$ cat config.mk
export PLATFORM = sky130hd
export DESIGN_NAME = mem_arbiter
export DESIGN_NICKNAME = d
export VERILOG_FILES = /design/src/rtl/mem_arbiter.sv
export SDC_FILE = /design/constraint.sdc
export NUM_CORES = 1
export LEC_CHECK = 0
export CAP_MARGIN = 5
export CORE_UTILIZATION = 35
export CTS_BUF_LIST = sky130_fd_sc_hd__clkbuf_2 sky130_fd_sc_hd__clkbuf_4 sky130_fd_sc_hd__clkbuf_8
export CTS_CLUSTER_SIZE = 14
export DETAILED_ROUTE_END_ITERATION = 8
export GPL_ROUTABILITY_DRIVEN = 1
export PLACE_DENSITY_LB_ADDON = 0.25
export SETUP_SLACK_MARGIN = 0.15
export SYNTH_ARGS = -nofsm -noshare
export SYNTH_HDL_FRONTEND = slang
export SYNTH_SLANG_ARGS = --single-unit
$ cat constraint.sdc
create_clock -name clk -period 1.55 [get_ports clk]
set_clock_uncertainty 0.1 [all_clocks]
set_input_delay 0.31 -clock clk [delete_from_list [all_inputs] [get_ports clk]]
set_output_delay 0.31 -clock clk [all_outputs]
set_load 0.01 [all_outputs]
$ cat src/rtl/mem_arbiter.sv
// Single-port memory arbiter between fetch (I) and load/store (D), one transaction in flight.
// Define ARB_RR_EN for round-robin on contention; the default build gives D fixed priority.
module mem_arbiter #(
    parameter int ADDR_W  = 32,
    parameter int DATA_W  = 32,
    parameter int MEM_LAT = 1
) (
    input  logic                clk,
    input  logic                rst,
    input  logic                i_req,
    input  logic [ADDR_W-1:0]   i_addr,
    output logic                i_gnt,
    output logic                i_rvalid,
    output logic [DATA_W-1:0]   i_rdata,
    input  logic                d_req,
    input  logic                d_we,
    input  logic [ADDR_W-1:0]   d_addr,
    input  logic [DATA_W-1:0]   d_wdata,
    input  logic [DATA_W/8-1:0] d_wstrb,
    output logic                d_gnt,
    output logic                d_rvalid,
    output logic [DATA_W-1:0]   d_rdata,
    output logic                mem_en,
    output logic                mem_we,
    output logic [ADDR_W-1:0]   mem_addr,
    output logic [DATA_W-1:0]   mem_wdata,
    output logic [DATA_W/8-1:0] mem_wstrb,
    input  logic [DATA_W-1:0]   mem_rdata,
    output logic                busy
);
    localparam int         STRB_W = DATA_W / 8;
    localparam logic [3:0] LAT    = 4'(MEM_LAT);

    typedef enum logic [1:0] {IDLE, ISSUE, WAIT, RESP} state_t;

    state_t              state_q, state_d;
    logic                owner_d_q;
    logic [3:0]          cnt_q;
    logic [ADDR_W-1:0]   addr_q;
    logic                we_q;
    logic [DATA_W-1:0]   wdata_q;
    logic [STRB_W-1:0]   wstrb_q;
    logic [DATA_W-1:0]   i_rdata_q, d_rdata_q;
    logic                pick_d;

`ifdef ARB_RR_EN
    logic last_d_q;
    // On contention the port that did not own the previous grant wins.
    assign pick_d = d_req && (!i_req || !last_d_q);
`else
    assign pick_d = d_req;
`endif

    always_comb begin
        state_d = state_q;
        case (state_q)
            IDLE:    if (i_req || d_req) state_d = ISSUE;
            ISSUE:   state_d = we_q ? IDLE : WAIT;
            WAIT:    if (cnt_q == LAT) state_d = RESP;
            RESP:    state_d = IDLE;
            default: state_d = IDLE;
        endcase
    end

    always_ff @(posedge clk) begin
        if (rst) begin
            state_q   <= IDLE;
            owner_d_q <= 1'b0;
            cnt_q     <= 4'd0;
            addr_q    <= '0;
            we_q      <= 1'b0;
            wdata_q   <= '0;
            wstrb_q   <= '0;
            i_rdata_q <= '0;
            d_rdata_q <= '0;
`ifdef ARB_RR_EN
            last_d_q  <= 1'b1;
`endif
        end else begin
            state_q <= state_d;
            case (state_q)
                IDLE: begin
                    if (i_req || d_req) begin
                        owner_d_q <= pick_d;
                        addr_q    <= pick_d ? d_addr : i_addr;
                        we_q      <= pick_d && d_we;
                        wdata_q   <= pick_d ? d_wdata : '0;
                        wstrb_q   <= pick_d ? d_wstrb : '0;
                    end
                end
                ISSUE: begin
`ifdef ARB_RR_EN
                    last_d_q <= owner_d_q;
`endif
                    if (!we_q) cnt_q <= 4'd1;
                end
                WAIT: begin
                    if (cnt_q == LAT) begin
                        if (owner_d_q) d_rdata_q <= mem_rdata;
                        else           i_rdata_q <= mem_rdata;
                    end else begin
                        cnt_q <= cnt_q + 4'd1;
                    end
                end
                default: ;
            endcase
        end
    end

    assign mem_en    = (state_q == ISSUE);
    assign mem_we    = (state_q == ISSUE) && we_q;
    assign mem_addr  = addr_q;
    assign mem_wdata = wdata_q;
    assign mem_wstrb = wstrb_q;
    assign i_gnt     = (state_q == ISSUE) && !owner_d_q;
    assign d_gnt     = (state_q == ISSUE) &&  owner_d_q;
    assign i_rvalid  = (state_q == RESP)  && !owner_d_q;
    assign d_rvalid  = (state_q == RESP)  &&  owner_d_q;
    assign i_rdata   = i_rdata_q;
    assign d_rdata   = d_rdata_q;
    assign busy      = (state_q != IDLE);
endmodule

==> results.cfg <==
[floorplan]
fp.dieArea_um2 = 16900
dieHeight_um = 130
ios = 276
placementRows = 46
fp.coreArea_um2 = 15900
die_x_um = 130
start_util_pct = 36.0

[detailed_routing]
ant_nets = 0
viasPerCell = 5.13
firstDrtPassIters = 6
drc_errors = 0
wl_um = 20600
vias = 6141
drtIter0Drc = 316
wl_per_cell_um = 17.2

[setup_path]
ff2ff_path_depth = 6
cp_slowest_cell = or4_4
worstPathCellList = inv_4 > buf_4 > ha_4 > a21bo_4 > or4_4 > a21oi_2
critPathCaptureType = flip-flop
crit_required_ps = 1820
r2r_slack_ps = -240
r2r-end = cnt_q[1]$_SDFFE_PP0P_
critPathKind = flip-flop to flip-flop
crit_fanout = 2
slowest_delay_ps = 470
crit_family = simple AND/OR/NAND/NOR gates
cp.arrival_ps = 2070
critPathLaunchType = flip-flop
crit_buf_inv = 2

[yosys]
synth_edf_count = 0
avgSynthCellArea_um2 = 8.73
synth_top_area_cell = dfxtp_1
yosysUniqueCellTypes = 35
synth_top_cell_area_share_pct = 48.8
ys_seq_area_share_pct = 48.8
async_flop_share_pct = 0
synth_warnings = 0
synth_nets = 802
synth_area_leaders = dfxtp_1 (49%), a21oi_1 (9.1%), nand3_1 (8.9%)
syn_inst = 658
syn_area_um2 = 5750
synth_seq_cells = 140
ys.flop_type = dfxtp_1

[clock_tree]
cts_tree = yes
numCtsBuffers = 17
clk_pin_slew_ps = 80
clk_latency_ps = 430
ctsLongestPathBuffers = 2
root_buffer = clkbuf_8
clock-sinks = 140
h-tree-depth = 4
cts.hold.buffers_added = 0

[placed_design]
place_inst = 1120
placement.io_buffers = 275
dp_hpwl_um = 12100
place_congestion = 0.741

[job]
cap_viol_max_count = 0

[cells_and_area]
drive_gt1_share_pct = 50.1
area_growth_pct = 78.9
diodes = 0
layout.nets = 1114
stdcell_count = 1198

[global_route]
grt-ovfl-total = 0
grt_max_degree = 46
grt_use_met3_pct = 7.71
antenna_found_initial = 0
grt_util_all_layers_pct = 22.0
grt_pass1_wl_um = 29100
use_met2_pct = 37.6
grt_pass1_vias = 5676
grt-busiest-layer = met2
grt_use_met1_pct = 25.4

[timing]
relSlewSlack_pct = 64.5
whs_ps = 35.2
finalMaxSlewViolations = 0
setup_viol = 146
rsz0062_at_grt = true
period_share_pct = 116
finalCriticalPeriod_ps = 1790
tightest_slew_ps = 533
setup_slack_ps = -244
hold_viol_final = 0
fmax_ghz = 0.557

[power_and_ir_drop]
irDropWorstVdd_uv = 575
power_density_nw_per_um2 = 991
power_leakage_nw = 4.12
p_total_mw = 10.2

[hold_path]
hold_path_class = input pin to flip-flop
holdPathStages = 2
hold_end = state_q[0]$_SDFFE_PP0P_
hp-start = rst

[outcome]
run_status = finished with violations
violations = setup timing
-- Yosys cell counts (4+ instances only) --
cell,n
dfxtp_1,140
buf_2,26
ha_1,7
a211oi_2,20
nand3_1,102
buf_4,9
a21oi_1,105
clkbuf_1,24
buf_1,8
a211oi_1,13
o21ai_0,26
o21ai_1,42
nor2_1,33
nand2_1,39
mux2i_1,33
nor2b_1,4
inv_1,4
-- cells in the final DEF, fill, tap and decap left out, types with 4 or more instances in the layout --
cell,count
buf_8,4
buf_12,16
nand3_2,9
buf_4,26
a21oi_2,28
clkdlybuf4s50_1,134
o21ai_4,4
buf_2,134
dfxtp_1,84
clkbuf_16,11
nor2b_1,4
nand2_2,15
dfxtp_2,55
nand2_1,24
buf_16,9
nor2_2,13
a211oi_1,8
mux2i_1,33
buf_6,25
o21ai_1,9
a21oi_1,76
a211oi_2,25
nand3_4,4
nand3_1,89
nor2_1,17
o21ai_2,55
clkbuf_8,21
-- layout make-up --
cell class	instances	area (um2)
repair buffers	359	3390
clock inverters	9	111
fillers	1380	5670
inverters	6	30.0
flip-flops and latches	140	2880
well taps	216	270
multi-input cells	446	3300
clock buffers	22	297
-- report_power, final --
part / switching (mW) / leakage (nW) / internal [mW]
clock: 1.44 / 0.205 / 1.62
sequential: 0.167 / 1.17 / 3.87
combinational: 1.53 / 2.74 / 1.56
-- kinds of logic (layout without fill, tap and decap cells) --
logic type      after synthesis  count (layout)  share of synthesized area, %
compound gates              212             213                          22.0
simple gates                193             193                          16.0
flops                       140             140                          48.8
buf+inv                      73             396                          5.92
mux                          33              33                          5.75
fa+ha+maj                     7               7                          1.52
-- sequential cells by signal, indices dropped and copies added (netlist names), named ones only --
| register | cells |
|---|---|
| mem_addr | 32 |
| we_q | 1 |
| mem_wstrb | 4 |
| state_q | 1 |
| cnt_q | 4 |
| d_rdata | 32 |
| owner_d_q | 1 |
| mem_wdata | 32 |
| i_rdata | 32 |
-- metrics by stage --
step                area [um2]  worst slack [ps]  util (%)  TNS [ps]
global route             10300              -291      64.5    -24030
detailed placement        8880              -223      55.7    -10900
global placement          8880              -221      55.7     -8590
finish                   10300              -244      64.5    -14870
CTS                       9270              -265      58.1     -7680
floorplan                 5780             -49.7         -     -49.7
-- routing by layer --
| layer | vias to the layer above | part of all wire (%) |
|---|---|---|
| met5 | - | 0 |
| met4 | 0 | 2.1 |
| met3 | 27 | 8.1 |
| met2 | 228 | 51 |
| met1 | 2901 | 39 |
| li1 | 2985 | - |
-- what timing repair did --
| action | in CTS | in global routing |
|---|---|---|
| endpoints found under the setup margin | 242 | 150 |
| resized for setup | 684 | 163 |
| hold endpoints to repair | 0 | 0 |
| cloned | 9 | 18 |
| buffers inserted | 16 | 4 |
| pin swaps | 23 | 36 |
-- worst max-delay path by stage --
stage,from,end,slack [ps],depth (start not counted)
finish,flip-flop,cnt_q[1]$_SDFFE_PP0P_,-240,6
global route,flip-flop,mem_we,-290,5
CTS,flip-flop,mem_we,-260,5
detailed placement,flip-flop,mem_we,-220,4
global placement,flip-flop,mem_we,-220,4
floorplan,state_q[0]$_SDFFE_PP0P_,cnt_q[1]$_SDFFE_PP0P_,-50,5
Note: power is estimated with default switching activity, not from simulation.
